==> src/rtl/if_fetch_queue_pkg.sv <==
// rtl/if_fetch_queue_pkg.sv - shared constants and entry type for the decoupled fetch queue
package if_fetch_queue_pkg;
  localparam logic [31:0] RESET_PC_DEFAULT = 32'h0;
  localparam int          INSTR_W          = 32;
  localparam logic [31:0] PC_STEP          = 32'd4;

  typedef struct packed {
    logic [INSTR_W-1:0] instr;
    logic [31:0]        nextPc;
  } fetchEntry_t;

  function automatic int maxInt(input int a, input int b);
    return (a > b) ? a : b;
  endfunction
endpackage

==> src/rtl/if_fetch_queue_if.sv <==
// rtl/if_fetch_queue_if.sv - fetch queue bus: redirect, imem request/response and ID-side handshake
interface if_fetch_queue_if;
  logic        redirect;
  logic [31:0] redirect_pc;
  logic        imem_req_valid;
  logic [31:0] imem_req_addr;
  logic        imem_req_ready;
  logic        imem_rsp_valid;
  logic [31:0] imem_rsp_data;
  logic        id_valid;
  logic [31:0] id_instr;
  logic [31:0] id_next_pc;
  logic        id_ready;
  logic [31:0] fetch_pc;

  modport master (
    input  redirect, redirect_pc, imem_req_ready, imem_rsp_valid, imem_rsp_data, id_ready,
    output imem_req_valid, imem_req_addr, id_valid, id_instr, id_next_pc, fetch_pc
  );

  modport slave (
    output redirect, redirect_pc, imem_req_ready, imem_rsp_valid, imem_rsp_data, id_ready,
    input  imem_req_valid, imem_req_addr, id_valid, id_instr, id_next_pc, fetch_pc
  );
endinterface

==> src/rtl/if_fetch_queue_sync_fifo.sv <==
// rtl/if_fetch_queue_sync_fifo.sv - registered FIFO with flush; pointers carry an extra wrap bit
module if_fetch_queue_sync_fifo #(
  parameter int WIDTH = 64,
  parameter int DEPTH = 4
) (
  input  logic                     clk,
  input  logic                     reset,
  input  logic                     flush,
  input  logic                     push,
  input  logic [WIDTH-1:0]         pushData,
  input  logic                     pop,
  output logic [WIDTH-1:0]         popData,
  output logic [$clog2(DEPTH):0]   count,
  output logic                     empty
);
  localparam int AW = $clog2(DEPTH);

  logic [WIDTH-1:0] mem [DEPTH];
  logic [AW:0]      wrPtr;
  logic [AW:0]      rdPtr;
  logic             full;
  logic             pushOk;

  assign count   = wrPtr - rdPtr;
  assign empty   = (wrPtr == rdPtr);
  assign full    = (wrPtr[AW-1:0] == rdPtr[AW-1:0]) && (wrPtr[AW] != rdPtr[AW]);
  assign pushOk  = push & ~full;
  assign popData = mem[rdPtr[AW-1:0]];

  always_ff @(posedge clk) begin
    if (reset || flush) begin
      wrPtr <= '0;
      rdPtr <= '0;
    end else begin
      if (pushOk) wrPtr <= wrPtr + (AW+1)'(1);
      if (pop && !empty) rdPtr <= rdPtr + (AW+1)'(1);
    end
  end

  always_ff @(posedge clk) begin
    if (pushOk && !reset && !flush) mem[wrPtr[AW-1:0]] <= pushData;
  end
endmodule

==> src/rtl/if_fetch_queue.sv <==
// rtl/if_fetch_queue.sv - decoupled IF stage: tracks in-flight imem requests, buffers words for ID
module if_fetch_queue
  import if_fetch_queue_pkg::*;
#(
  parameter int          DEPTH    = 4,
  parameter int          MAX_OUT  = 4,
  parameter logic [31:0] RESET_PC = RESET_PC_DEFAULT
) (
  input  logic              clk,
  input  logic              reset,
  if_fetch_queue_if.master  bus
);
  localparam int CNT_W = $clog2(maxInt(DEPTH, MAX_OUT) + 1);
  localparam int FC_W  = $clog2(DEPTH) + 1;
  localparam int ENT_W = $bits(fetchEntry_t);

  logic [31:0]      fetchPc;
  logic [31:0]      rspPc;
  logic [CNT_W-1:0] live;
  logic [CNT_W-1:0] stale;
  logic [FC_W-1:0]  count;
  logic             empty;
  logic             canReq;
  logic             reqFire;
  logic             rspStale;
  logic             rspLive;
  logic             rspTaken;
  logic             pushEn;
  logic             popEn;
  logic             idValid;
  logic [31:0]      redirTarget;
  fetchEntry_t      pushEntry;
  fetchEntry_t      headEntry;
  logic [ENT_W-1:0] headBits;

  assign redirTarget = {bus.redirect_pc[31:2], 2'b00};

  // Buffer slots are reserved at request time so a returning word always has room.
  assign canReq = ((int'(count) + int'(live)) < DEPTH) && ((int'(live) + int'(stale)) < MAX_OUT);
  assign bus.imem_req_valid = ~reset & ~bus.redirect & canReq;
  assign bus.imem_req_addr  = fetchPc;
  assign bus.fetch_pc       = fetchPc;
  assign reqFire            = bus.imem_req_valid & bus.imem_req_ready;

  assign rspStale = bus.imem_rsp_valid & (stale != '0);
  assign rspLive  = bus.imem_rsp_valid & (stale == '0) & (live != '0);
  assign rspTaken = rspStale | rspLive;
  assign pushEn   = rspLive & ~bus.redirect & ~reset;

  assign pushEntry.instr  = bus.imem_rsp_data;
  assign pushEntry.nextPc = rspPc + PC_STEP;

  assign idValid        = ~reset & ~empty;
  assign popEn          = idValid & bus.id_ready & ~bus.redirect;
  assign headEntry      = fetchEntry_t'(headBits);
  assign bus.id_valid   = idValid;
  assign bus.id_instr   = idValid ? headEntry.instr  : '0;
  assign bus.id_next_pc = idValid ? headEntry.nextPc : '0;

  if_fetch_queue_sync_fifo #(
    .WIDTH (ENT_W),
    .DEPTH (DEPTH)
  ) u_buf (
    .clk      (clk),
    .reset    (reset),
    .flush    (bus.redirect),
    .push     (pushEn),
    .pushData (pushEntry),
    .pop      (popEn),
    .popData  (headBits),
    .count    (count),
    .empty    (empty)
  );

  // On redirect every live request turns stale; a response in this same cycle retires one of them.
  always_ff @(posedge clk) begin
    if (reset) begin
      fetchPc <= RESET_PC;
      rspPc   <= RESET_PC;
      live    <= '0;
      stale   <= '0;
    end else if (bus.redirect) begin
      fetchPc <= redirTarget;
      rspPc   <= redirTarget;
      live    <= '0;
      stale   <= stale + live - CNT_W'(rspTaken);
    end else begin
      if (reqFire) fetchPc <= fetchPc + PC_STEP;
      if (rspLive) rspPc   <= rspPc + PC_STEP;
      if (rspStale) stale  <= stale - CNT_W'(1);
      live <= live + CNT_W'(reqFire) - CNT_W'(rspLive);
    end
  end
endmodule

==> src/flat_wrapper.sv <==
// flat-port wrapper written by rule: the top's interface ports become plain ports
module if_fetch_queue_flat import if_fetch_queue_pkg::*;
#(
  parameter int          DEPTH    = 4,
  parameter int          MAX_OUT  = 4,
  parameter logic [31:0] RESET_PC = RESET_PC_DEFAULT
)
  (clk, reset, bus_redirect, bus_redirect_pc, bus_imem_req_ready, bus_imem_rsp_valid, bus_imem_rsp_data, bus_id_ready, bus_imem_req_valid, bus_imem_req_addr, bus_id_valid, bus_id_instr, bus_id_next_pc, bus_fetch_pc);
  if_fetch_queue_if bus_i ();
  input  logic clk;
  input  logic reset;
  input wire logic [$bits(bus_i.redirect)-1:0] bus_redirect;
  input wire logic [$bits(bus_i.redirect_pc)-1:0] bus_redirect_pc;
  input wire logic [$bits(bus_i.imem_req_ready)-1:0] bus_imem_req_ready;
  input wire logic [$bits(bus_i.imem_rsp_valid)-1:0] bus_imem_rsp_valid;
  input wire logic [$bits(bus_i.imem_rsp_data)-1:0] bus_imem_rsp_data;
  input wire logic [$bits(bus_i.id_ready)-1:0] bus_id_ready;
  output wire logic [$bits(bus_i.imem_req_valid)-1:0] bus_imem_req_valid;
  output wire logic [$bits(bus_i.imem_req_addr)-1:0] bus_imem_req_addr;
  output wire logic [$bits(bus_i.id_valid)-1:0] bus_id_valid;
  output wire logic [$bits(bus_i.id_instr)-1:0] bus_id_instr;
  output wire logic [$bits(bus_i.id_next_pc)-1:0] bus_id_next_pc;
  output wire logic [$bits(bus_i.fetch_pc)-1:0] bus_fetch_pc;
  assign bus_i.redirect = bus_redirect;
  assign bus_i.redirect_pc = bus_redirect_pc;
  assign bus_i.imem_req_ready = bus_imem_req_ready;
  assign bus_i.imem_rsp_valid = bus_imem_rsp_valid;
  assign bus_i.imem_rsp_data = bus_imem_rsp_data;
  assign bus_i.id_ready = bus_id_ready;
  assign bus_imem_req_valid = bus_i.imem_req_valid;
  assign bus_imem_req_addr = bus_i.imem_req_addr;
  assign bus_id_valid = bus_i.id_valid;
  assign bus_id_instr = bus_i.id_instr;
  assign bus_id_next_pc = bus_i.id_next_pc;
  assign bus_fetch_pc = bus_i.fetch_pc;
  if_fetch_queue #(.DEPTH(DEPTH), .MAX_OUT(MAX_OUT), .RESET_PC(RESET_PC)) u_core (.clk(clk), .reset(reset), .bus(bus_i));
endmodule
==> config.mk <==
export PLATFORM = sky130hd
export DESIGN_NAME = if_fetch_queue_flat
export DESIGN_NICKNAME = d
export VERILOG_FILES = /design/src/rtl/if_fetch_queue_pkg.sv /design/src/rtl/if_fetch_queue_if.sv /design/src/rtl/if_fetch_queue_sync_fifo.sv /design/src/rtl/if_fetch_queue.sv /design/src/flat_wrapper.sv
export SDC_FILE = /design/constraint.sdc
export NUM_CORES = 1
export LEC_CHECK = 0
export ABC_AREA = 1
export BUFFER_PORTS_ARGS = -buffer_cell sky130_fd_sc_hd__buf_2
export CAP_MARGIN = 30
export CORE_UTILIZATION = 50
export DETAILED_ROUTE_END_ITERATION = 10
export HOLD_SLACK_MARGIN = 0.05
export PLACE_DENSITY = 0.73
export SETUP_SLACK_MARGIN = 0.2
export SLEW_MARGIN = 25
export SYNTH_ARGS = -nofsm -noshare
export SYNTH_HDL_FRONTEND = slang
export SYNTH_SLANG_ARGS = --single-unit
==> constraint.sdc <==
create_clock -name clk -period 4.44 [get_ports clk]
set_input_delay 0.888 -clock clk [delete_from_list [all_inputs] [get_ports clk]]
set_output_delay 0.888 -clock clk [all_outputs]
set_load 0.005 [all_outputs]
* Word level (Yosys, flattened, before mapping)
Memories as Yosys holds them, arrays and structs flattened. A register that Yosys moved wholly into a read port is not among the register bits.
Index checks and enable logic that the tools add are counted.
** Word-level totals
- Flip-flop bits (word level) :: 76
- Memory bits (writable) :: 256
- Bits of input ports :: 70
- Output and inout bits :: 130
- Memories kept :: 1
** Cells by class
- Add/subtract/negate cells :: 12
- Order comparisons :: 2
- Eq/ne operators :: 3
- Multiplexer cells :: 12
- Bitwise gates (word level) :: 17
- Reductions and logical operators :: 16
** Memory list
- u_core.u_buf.mem :: words 4, width 64, read ports 1, clocked after memory_dff 1, wr ports 1, line if_fetch_queue_sync_fifo.sv:18 : logic [WIDTH-1:0] mem [DEPTH];
** Operators with widths (count)
- $mux W32 :: 6
- $add A32 B3 Y32 const B :: 2
- $lt A32 B4 Y1 const B :: 2
- $and A1 B1 Y1 :: 12
- $add A3 B3 Y4 :: 2
- $add A3 B1 Y3 const B :: 2
- $mux W3 :: 2
- $reduce_bool A2 Y1 :: 3
- $reduce_bool A3 Y1 :: 2
- $sub A3 B1 Y3 :: 2
- $logic_and A1 B1 Y1 :: 5
- $mux W2 :: 2
- $not A1 Y1 :: 4
- $add A3 B1 Y3 :: 1
- $add A3 B3 Y3 :: 1
- $eq A3 B3 Y1 :: 1
- $logic_not A1 Y1 :: 3
- $logic_not A3 Y1 :: 1
- $sub A3 B1 Y3 const B :: 1
- $sub A3 B3 Y3 :: 1
- $eq A2 B2 Y1 :: 1
- $mux W1 :: 2
- $reduce_or A2 Y1 :: 1
- $logic_or A1 B1 Y1 :: 1
- other kinds (2) :: 2

* Logic depth before layout (Yosys ltp)
Gate-level depths: netlist of the first run.
- Word-level depth :: 10
- Mapped depth :: 17
- Depth with buffers taken out :: 16

* Hierarchy
From an unflattened synthesis of the first run, not the netlist that was laid out.
** Unflattened totals
- Cell total of the unflattened synthesis :: 1629
- Area total of the unflattened synthesis :: 15451.1 um2
** Modules (own cells, without submodules)
- if_fetch_queue_sync_fifo :: instances 1, cells each 695, area an instance 10025.9 um2
- if_fetch_queue :: instances 1, cells each 934, area an instance 5425.2 um2

* Worst setup path after synthesis of the first run
Ideal clock, no wire load.
- Path type :: input port to flip-flop
- Start point :: input bus_imem_rsp_valid
- End point :: memory u_core.u_buf.mem[3][10] (enable)
- Arrival time :: 4.088 ns
- Path slack :: -0.133 ns
- Cell stages on the path :: 5
- Buffers on the path :: 0
- Cell sequence :: nand3_1 > o21bai_2 > inv_1 > nand3_1 > nor2_1
** On the way
- Cells in the longest elaborated chain, start to end :: 9
** Ends and longest elaborated chain
- start, declared :: line flat_wrapper.sv:15 : input wire logic [$bits(bus_i.imem_rsp_valid)-1:0] bus_imem_rsp_valid;
- $and A1 B1 Y1 (2 in a row) :: line if_fetch_queue.sv:46 : assign rspLive = bus.imem_rsp_valid & (stale == '0) & (live != '0);
- $and A1 B1 Y1 (2 in a row) :: line if_fetch_queue.sv:48 : assign pushEn = rspLive & ~bus.redirect & ~reset;
- $and A1 B1 Y1 :: line if_fetch_queue_sync_fifo.sv:27 : assign pushOk = push & ~full;
- $logic_and A1 B1 Y1 (2 in a row) :: line if_fetch_queue_sync_fifo.sv:41 : if (pushOk && !reset && !flush) mem[wrPtr[AW-1:0]] <= pushData;
- $mux W1 :: line if_fetch_queue_sync_fifo.sv:41
- $mux W1 (implied by the code) :: line if_fetch_queue_sync_fifo.sv:41
- end, declared :: line if_fetch_queue_sync_fifo.sv:18
Every way passes these cells.

==> summary.txt, run 1 <==
Outcome
  – Status: completed

Drt
  – Initial DRT Pass Iterations: 5
  – Post-Route WL: 35.6 mm
  – Routed vias: 11.6k
  – Vias per inst: 5.32
  – DRC Markers: 0
  – Detailed Route Iter0 Violations: 900
  – Detail Route Antenna Nets: 0
  – Routed WL per cell: 16.4 um

Critical path
  – Max Fanout on Critical Path: 66
  – Arr. time, crit path: 2.74 ns
  – Worst Setup Start Kind: register
  – Crit end category: output pin
  – CP delay by family, top: buffers and inverters
  – Worst Path Buf+Inv: 3
  – Crit path cell chain: inv_2, buf_12, o21ai_0, a21oi_1, buf_2
  – Max stage delay on crit path: 0.78 ns
  – Crit Path Class: reg -> out
  – Crit path max-delay cell type: dfxtp_4
  – Critical Path RT: 3.55 ns

Clock network
  – Root Buffer: clkbuf_16
  – CTS clock-pin slew for the worst setup and hold paths: 0.06 ns
  – Clock Latency Late Sink: 0.52 ns
  – Number of gates resized after CTS: 0
  – # clock sinks: 322
  – Cts bufs inserted: 34
  – Hold-fix buffers at CTS: 0
  – CTS tree: built
  – CTS max path bufs: 3
  – Setup bufs post-CTS: 0
  – H-tree levels: 2

Power and ir drop
  – P_sw: 1.43 mW
  – Sw frac: 22.3%
  – P_int: 4.95 mW
  – Comb pwr share: 5.8%
  – Flop pwr share: 52.4%
  – P per Cell Area: 370 nW/um^2
  – Leak pwr: 6.84 nW
  – Clock group share of total power: 41.8%
  – VDD IR max: 246 uV

Floorplan
  – Die area: 30,900 sq um
  – Die Width: 176 um
  – Top Ports: 200
  – Core ar.: 29,600 sq um
  – Floorplan row count: 63
  – Chip height: 176 um
  – Initial Utilization: 50.9%

Place
  – Port bufs: 191
  – Placer Congestion: 0.885
  – Dpl hpwl: 22.0 mm
  – DP Area: 16,200 sq um
  – Dpl ws: 1.11 ns

Finish
  – Multi-input gate area: 5200 sq um
  – Share of cells above drive strength 1: 17.0%
  – # nets final: 1,855
  – Finished Core Util: 58.2%
  – Most frequent cells in the layout: 347 x nor2_1, 249 x nand2_1, 248 x edfxtp_1
  – Ant diodes: 0
  – P&R area growth vs syn: 14.3%
  – Fin area: 17,300 sq um
  – Reg area: 8930 sq um
  – Commonest non-fill, non-tap cell in the layout: nor2_1
  – Filler cell count: 2,523

Global route
  – Initial antenna violation count: 0
  – First-pass GRT wire length: 56.3 mm
  – Total congestion overflow: 0
  – GRT Overall Usage: 23.2%
  – Vias in the first global route: 11.0k
  – Largest net degree at the start of global routing: 67

STA
  – RSZ-0062 raised after global routing: no
  – Hold Fails Final Rpt: 0
  – Fmax: 276 MHz
  – Period minus WS final: 3.63 ns
  – Fin worst setup slack: 0.815 ns
  – Slew margin rel.: 36.7%
  – Worst slew pin tran: 0.949 ns
  – Slew Limit Fails: 0
  – Setup violations, final: 0
  – Worst hold slack: 0.512 ns
  – Crit share post-route: 81.6%
  – Setup Skew: 0.0234 ns

Logic synthesis
  – Yosys warns: 0
  – FF+latch count, synth: 322
  – Synth area leader: edfxtp_1
  – Yosys cell types: 42
  – Area contributors post-synth: edfxtp_1 49%, dfxtp_1 9.8%, nor2_1 8.8%
  – Synth Cell Area: 15,100 sq um
  – Post-synth EDFFs: 248
  – Share of the synthesized area in the top cell type: 49.3%
  – Sequential fraction of the synthesis area: 59.1%
  – Top_reg_cell synth: edfxtp_1
  – Cells after Synth: 1,618
  – Avg Cell Area, Syn: 9.33 sq um
  – Fraction of registers with async set/reset: 0%

Flow run
  – Max-cap viol count: 0

Hold path
  – Min-Delay Path Class: reg -> reg
[cells by family (layout without fill, tap and decap cells)]
group / after synthesis / after routing / share of synthesized area [%]
and+or+nand+nor: 728 / 728 / 20.3
DFF: 322 / 322 / 59.1
AOI/OAI and AO/OA: 299 / 299 / 10.1
buffers and inverters: 222 / 385 / 6.79
adders and majority gates: 23 / 23 / 2.06
xor gates and xnor gates: 23 / 23 / 1.58
other: 1 / 6 / 0.0248
[layout make-up]
type                            instances  share of cell area, %
Inverter                              117                   2.54
Timing Repair Buffer                  208                   6.71
Multi-Input combinational cell       1079                   30.1
Sequential cell                       322                   51.8
Tap cell                              390                   2.83
Clock buffer                           44                   5.33
Clock inverter                         16                  0.703
[path summary, 6_finish.rpt]
| path | cells past startpoint | end | slack, ns | from |
|---|---|---|---|---|
| max reg2reg | 16 | u_core.live[2]$_SDFF_PP0_ | 1.11 | u_core.u_buf.wrPtr[0]$_SDFFE_PP0P_ |
| min reg2reg | 2 | u_core.rspPc[2]$_SDFFE_PP0P_ | 0.51 | u_core.rspPc[2]$_SDFFE_PP0P_ |
| max | 5 | bus_id_instr[20] | 0.81 | register |
| min | 2 | u_core.rspPc[2]$_SDFFE_PP0P_ | 0.51 | u_core.rspPc[2]$_SDFFE_PP0P_ |
[cells in the mapped netlist, types with 7 or more instances]
library cell,count
dfxtp_1,74
a21oi_1,116
xor2_1,13
buf_4,37
nand2_1,250
nand3_1,70
inv_1,110
nor2_1,352
edfxtp_1,248
clkbuf_1,42
ha_1,20
nor2_4,7
buf_2,21
nor2_2,8
o21ai_0,163
nand4_1,14
[flip-flops by register name (all words and copies together), names as in the netlist, named ones only]
register             cells
u_core.rspPc            30
u_core.bus.fetch_pc     30
u_core.u_buf.wrPtr       3
u_core.u_buf.mem       248
u_core.stale             3
u_core.u_buf.rdPtr       3
u_core.live              3
[worst reg2reg max path, stage by stage, from the launching register on]
cell and delay, ns:
dfxtp_1 0.33, inv_1 0.14, ha_1 0.16, inv_1 0.04, fa_1 0.38, xor2_1 0.18
ha_1 0.27, nor2_1 0.09, nand2_1 0.09, nor2_4 0.16, nand2_4 0.09, nor2_8 0.27
ha_1 0.22, inv_1 0.06, fa_1 0.37, or2_2 0.30, a21oi_1 0.12
[power groups by stage]
stage / clock network, mW / logic, mW / registers, mW
floorplan: 0 / 0.249 / 3.39
global placement: 0 / 0.350 / 3.40
detailed placement: 0 / 0.361 / 3.40
CTS: 2.70 / 0.365 / 3.34
global route: 2.82 / 0.410 / 3.35
finish: 2.67 / 0.367 / 3.34
[stage by stage]
stage | instances | TNS, ns | total power [mW]
3_5_place_dp | 2116 | 0 | 3.76
5_1_grt | 2176 | 0 | 6.58
6_report | 2176 | 0 | 6.38
3_3_place_gp | 2116 | 0 | 3.75
4_1_cts | 2176 | 0 | 6.40
2_1_floorplan | 1623 | -17.29 | 3.64
[metal layers]
layer,global-route usage [%],routed length [um]
met2,39.5,17100
met4,6.96,797
met3,2.99,2480
met5,0,0
met1,30.8,15300
Note: power is estimated with default switching activity, not from simulation.
==> inputs of run 2 (changes only) <==
- PLACE_DENSITY: 0.73 -> 0.71
- clock period: 4.44 -> 3.7 ns (I/O delays scaled with it)
==> summary.txt, run 2 (synthesized netlist as in run 1, its figures left out) <==
Outcome
  – Status: completed

Finish
  – Max reg flops: 248 (unchanged)
  – Filler cell count: 2,511 (-0.48%)
  – Share of cells above drive strength 1: 17.3% (+0.30 points)
  – # nets final: 1,861 (+0.32%)
  – Commonest non-fill, non-tap cell in the layout: nor2_1
  – Most frequent cells in the layout: 347 x nor2_1, 249 x nand2_1, 248 x edfxtp_1
  – P&R area growth vs syn: 14.8%
  – Ant diodes: 0 (unchanged)

Clock network
  – Cts bufs inserted: 34 (unchanged)
  – Hold-fix buffers at CTS: 0 (unchanged)
  – Number of gates resized after CTS: 0 (unchanged)
  – CTS clock-pin slew for the worst setup and hold paths: 0.06 ns (about the same)
  – CTS max path bufs: 3 (unchanged)
  – CTS tree: built
  – # clock sinks: 322 (unchanged)
  – Clock Latency Late Sink: 0.51 ns (about the same)
  – H-tree levels: 2 (unchanged)
  – Setup bufs post-CTS: 0 (unchanged)
  – Root Buffer: clkbuf_16

Hold path
  – Min-Delay Path Class: in -> reg

STA
  – Period minus WS final: 3.32 ns
  – Crit share post-route: 89.8%
  – Hold Fails Final Rpt: 0 (unchanged)
  – Fmax: 301 MHz
  – Slew Limit Fails: 0 (unchanged)
  – Worst slew pin tran: 0.841 ns (-0.109 ns)
  – Slew margin rel.: 43.9% (+7.2 points)
  – Setup violations, final: 0 (unchanged)
  – Setup Skew: 0.0200 ns (-0.00337 ns)
  – Fin worst setup slack: 0.379 ns (-0.436 ns)
  – RSZ-0062 raised after global routing: no

Critical path
  – Arr. time, crit path: 2.58 ns (-0.16 ns)
  – Crit path cell chain: inv_1, ha_1, inv_1, fa_1, xor2_1, ha_1, nor2_1, nand2_1, nor2_4, nand2_4, inv_1, buf_2
  – CP delay by family, top: adder cells
  – Critical Path RT: 2.96 ns (-0.59 ns)
  – Worst Setup Start Kind: register
  – Crit Path Class: reg -> out
  – Critical path's most frequent cell: inv_1
  – Max stage delay on crit path: 0.36 ns (-0.42 ns)
  – Worst Path Buf+Inv: 4 (+1)
  – Crit path max-delay cell type: fa_1
  – Max Fanout on Critical Path: 5 (-92%)
  – Crit end category: output pin

Drt
  – Routed vias: 11.5k (-0.78%)
  – Met2 Wirelength: 16.8 mm (-2.0%)
  – Post-Route WL: 35.0 mm (-1.7%)
  – Vias per inst: 5.27 (-0.96%)
  – Top sig layer: met5
  – WL met3: 2.12 mm (-15%)
  – Initial DRT Pass Iterations: 7 (+2)
  – DRT met1 WL: 15.6 mm (+2.1%)
  – Routed WL per cell: 16.1 um (-1.9%)
  – Detail Route Antenna Nets: 0 (unchanged)
  – DRC Markers: 0 (unchanged)
  – Detailed Route Iter0 Violations: 866 (-3.8%)

Global route
  – Vias in the first global route: 10.8k (-2.1%)
  – GRT Overall Usage: 22.6% (-0.58 points)
  – Initial antenna violation count: 1 (+1)
  – Total congestion overflow: 0 (unchanged)
  – Largest net degree at the start of global routing: 77 (+15%)
  – First-pass GRT wire length: 55.1 mm (-2.2%)

Floorplan
  – Initial Utilization: 50.9% (unchanged)
  – Top Ports: 200 (unchanged)
  – Chip height: 176 um (unchanged)
  – Floorplan row count: 63 (unchanged)
  – Die Width: 176 um (unchanged)
  – Die area: 30,900 sq um (unchanged)
  – Core ar.: 29,600 sq um (unchanged)

Power and ir drop
  – P per Cell Area: 435 nW/um^2 (+18%)
  – VDD IR max: 276 uV (+12%)
  – Leak pwr: 6.87 nW (+0.49%)
  – Tot Pwr: 7.53 mW (+18%)

Place
  – Port bufs: 191 (unchanged)
  – Placer Congestion: 0.872 (-1.4%)
  – Dpl hpwl: 22.2 mm (+0.90%)
  – Dpl ws: 0.667 ns (-0.447 ns)

Flow run
  – Max-cap viol count: 0 (unchanged)
## run 2: cell types whose count changed in the layout (fill, tap and decap cells not counted), sizes merged
cell,change
buf,+6
bufinv,-1
clkbuf,+2
clkinv,-1
clkinvlp,-1
inv,-1
## run 2: path summary, 6_finish.rpt
kind | start | end | slack [ns] | cells past startpoint
max | u_core.u_buf.wrPtr[0]$_SDFFE_PP0P_ | bus_imem_req_valid | 0.38 | 12
min reg2reg | u_core.rspPc[2]$_SDFFE_PP0P_ | u_core.rspPc[2]$_SDFFE_PP0P_ | 0.50 | 2
max reg2reg | u_core.u_buf.wrPtr[0]$_SDFFE_PP0P_ | u_core.live[2]$_SDFF_PP0_ | 0.67 | 16
min | bus_imem_rsp_data[15] | u_core.u_buf.mem[3][47]$_DFFE_PP_ | 0.45 | 1
## run 2: stage by stage
step / cell area, sq um / std cells / hold WS (ns) / utilization, % / TNS (ns)
after global placement: 16300 / 2122 / 0.483 / 55.1 / 0
after floorplan: 15100 / 1623 / 0.473 / - / -127.40
after global routing: 17300 / 2180 / 0.438 / 58.5 / 0
after detailed placement: 16300 / 2122 / 0.491 / 55.1 / 0
final: 17300 / 2180 / 0.449 / 58.5 / 0
after CTS: 17300 / 2180 / 0.437 / 58.5 / 0
## run 2: power breakdown
group / total (mW) / switching, mW / internal [mW]
clock network: 3.08 / 1.33 / 1.75
logic: 0.439 / 0.271 / 0.167
registers: 4.01 / 0.0695 / 3.94
## run 2: final cells by class
| type | instances | area (sq um) | share of cell area, % |
|---|---|---|---|
| sequential | 322 | 8930 | 51.6 |
| multi-input combinational | 1079 | 5200 | 30.0 |
| timing repair buffer | 214 | 1270 | 7.31 |
| clock buffer | 46 | 917 | 5.29 |
| tap | 390 | 488 | 2.82 |
| inverter | 117 | 439 | 2.53 |
| clock inverter | 12 | 83.8 | 0.484 |
## run 2: layer usage
| layer | vias to the layer above | GRT usage [%] |
|---|---|---|
| met5 | - | 0 |
| met4 | 2 | 5.94 |
| met3 | 44 | 3.29 |
| met2 | 382 | 38.4 |
| met1 | 5391 | 30.2 |
| li1 | 5664 | - |
==> inputs of run 3 (changes only) <==
==> constraint.sdc (replaced) <==
create_clock -name clk -period 3.7 [get_ports clk]
set_input_delay 0.185 -clock clk [delete_from_list [all_inputs] [get_ports clk]]
set_output_delay 0.185 -clock clk [all_outputs]
set_load 0.005 [all_outputs]
==> summary.txt, run 3 (synthesized netlist as in run 1, its figures left out) <==
Drt
  – Detail Route Antenna Nets: 0 (unchanged)
  – Post-Route WL: 35.6 mm (+1.7%)
  – Detailed Route Iter0 Violations: 975 (+13%)
  – Initial DRT Pass Iterations: 5 (-2)
  – Vias per inst: 5.26 (-0.14%)
  – Routed vias: 11.7k (+1.9%)
  – DRC Markers: 0 (unchanged)
  – Routed WL per cell: 16.0 um (-0.32%)

Finish
  – Most frequent cells in the layout: 347 x nor2_1, 249 x nand2_1, 248 x edfxtp_1
  – Post-Layout Cell Count: 2,224 (+2.0%)
  – Fin area: 17,800 sq um (+2.8%)
  – Max reg flops: 248 (unchanged)
  – Share of cells above drive strength 1: 16.6% (-0.69 points)
  – # nets final: 1,904 (+2.3%)
  – Commonest non-fill, non-tap cell in the layout: nor2_1
  – Finished Core Util: 60.1% (+1.7 points)
  – P&R area growth vs syn: 18.0%
  – Filler cell count: 2,492 (-0.76%)
  – Ant diodes: 0 (unchanged)

Critical path
  – Worst Setup Start Kind: register
  – Critical Path RT: 4.14 ns (+1.18 ns)
  – Reg2reg start: u_core.u_buf.wrPtr[0]$_SDFFE_PP0P_
  – Arr. time, crit path: 3.48 ns (+0.90 ns)
  – Crit path cell chain: inv_1, ha_1, inv_1, fa_1, xor2_1, ha_1, nor2_1, nand2_1, nor2_4, nand2_4, nor2_8, ha_1, inv_1, fa_1, or2_2, a21oi_1
  – Worst Path Buf+Inv: 3 (-1)
  – Crit Path Class: reg -> reg
  – CP delay by family, top: adder cells
  – Max Fanout on Critical Path: 5 (unchanged)
  – Crit end category: register
  – Max stage delay on crit path: 0.38 ns (+0.02 ns)
  – Worst setup path start: u_core.u_buf.wrPtr[0]$_SDFFE_PP0P_
  – Crit path max-delay cell type: fa_1

Clock network
  – Clock Latency Late Sink: 0.51 ns (about the same)
  – H-tree levels: 2 (unchanged)
  – CTS clock-pin slew for the worst setup and hold paths: 0.06 ns (about the same)
  – Root Buffer: clkbuf_16
  – CTS tree: built
  – Cts bufs inserted: 34 (unchanged)
  – CTS max path bufs: 3 (unchanged)
  – # clock sinks: 322 (unchanged)

Global route
  – Vias in the first global route: 11.1k (+2.7%)
  – Largest net degree at the start of global routing: 79 (+2.6%)
  – First-pass GRT wire length: 56.3 mm (+2.2%)
  – Initial antenna violation count: 0 (-1)
  – Total congestion overflow: 0 (unchanged)
  – GRT Overall Usage: 23.1% (+0.52 points)

STA
  – Setup TNS Final: 0 ns (unchanged)
  – Slew margin rel.: 39.6% (-4.4 points)
  – Period minus WS final: 3.05 ns (-0.276 ns)
  – Fmax: 328 MHz (+9.0%)
  – Hold Fails Final Rpt: 0 (unchanged)
  – Slew Limit Fails: 0 (unchanged)
  – Setup violations, final: 0 (unchanged)
  – Setup Skew: 0.0113 ns (-0.00873 ns)
  – Worst hold slack: 0.0545 ns (-0.394 ns)
  – Fin worst setup slack: 0.654 ns (+0.276 ns)
  – Worst slew pin tran: 0.906 ns (+0.0655 ns)
  – Crit share post-route: 82.3% (-7.4 points)
  – RSZ-0062 raised after global routing: no

Place
  – Dpl hpwl: 21.9 mm (-1.5%)
  – Dpl ws: 0.658 ns (-0.00868 ns)
  – DP Area: 16,200 sq um (-0.75%)
  – Total placed cells including tap cells: 2,117 (-0.24%)
  – Placer Congestion: 0.889 (+1.9%)
  – Port bufs: 191 (unchanged)

Power and ir drop
  – VDD IR max: 239 uV (-13%)
  – P per Cell Area: 446 nW/um^2 (+2.6%)
  – Leak pwr: 7.08 nW (+3.1%)
  – Tot Pwr: 7.95 mW (+5.5%)

Floorplan
  – Core ar.: 29,600 sq um (unchanged)
  – Die Width: 176 um (unchanged)
  – Top Ports: 200 (unchanged)
  – Floorplan row count: 63 (unchanged)
  – Chip height: 176 um (unchanged)
  – Die area: 30,900 sq um (unchanged)
  – Initial Utilization: 50.9% (unchanged)

Flow run
  – Max-cap viol count: 0 (unchanged)

Outcome
  – Status: completed

Hold path
  – HP Start: bus_redirect_pc[26]
  – Min-Delay Path Class: in -> reg
==> run 3: path summary, 6_finish.rpt <==
path	cells past startpoint	end	slack, ns
worst max register to register	16	u_core.live[2]$_SDFF_PP0_	0.65
worst min-delay path	5	u_core.rspPc[26]$_SDFFE_PP0P_	0.05
worst min register to register	2	u_core.rspPc[2]$_SDFFE_PP0P_	0.51
worst max-delay path	16	u_core.live[2]$_SDFF_PP0_	0.65
==> run 3: timing repair <==
action,CTS,global route
resized for setup,0,0
hold buffers,48,0
hold endpoints to repair,149,0
buffers inserted,0,0
==> run 3: layout make-up <==
type | instances | area [sq um] | area share (%)
sequential | 322 | 8930 | 50.1
multi-input combinational | 1079 | 5200 | 29.2
timing repair buffer | 257 | 1620 | 9.10
clock buffer | 39 | 891 | 5.00
tap | 390 | 488 | 2.74
inverter | 117 | 442 | 2.48
clock inverter | 20 | 243 | 1.36
==> run 3: where the power goes <==
part           leakage, nW  switching (mW)  internal [mW]
sequential            2.86          0.0710           3.94
clock                0.555            1.32           2.14
combinational         3.67           0.278          0.199
==> run 3: per-layer routing <==
layer	global-route usage (%)	wire (um)	up-vias
li1	-	-	5752
met2	39.9	17300	459
met3	2.88	2460	52
met4	7.21	713	0
met5	0	0	-
met1	30.3	15100	5435
==> run 3: tightest hold or removal path: cells and delay by family <==
kind / cells / cell delay [ns]
buffers and inverters: 1 / 0.09
AND/OR/NAND/NOR: 2 / 0.13
AO/OA/AOI/OAI: 2 / 0.11
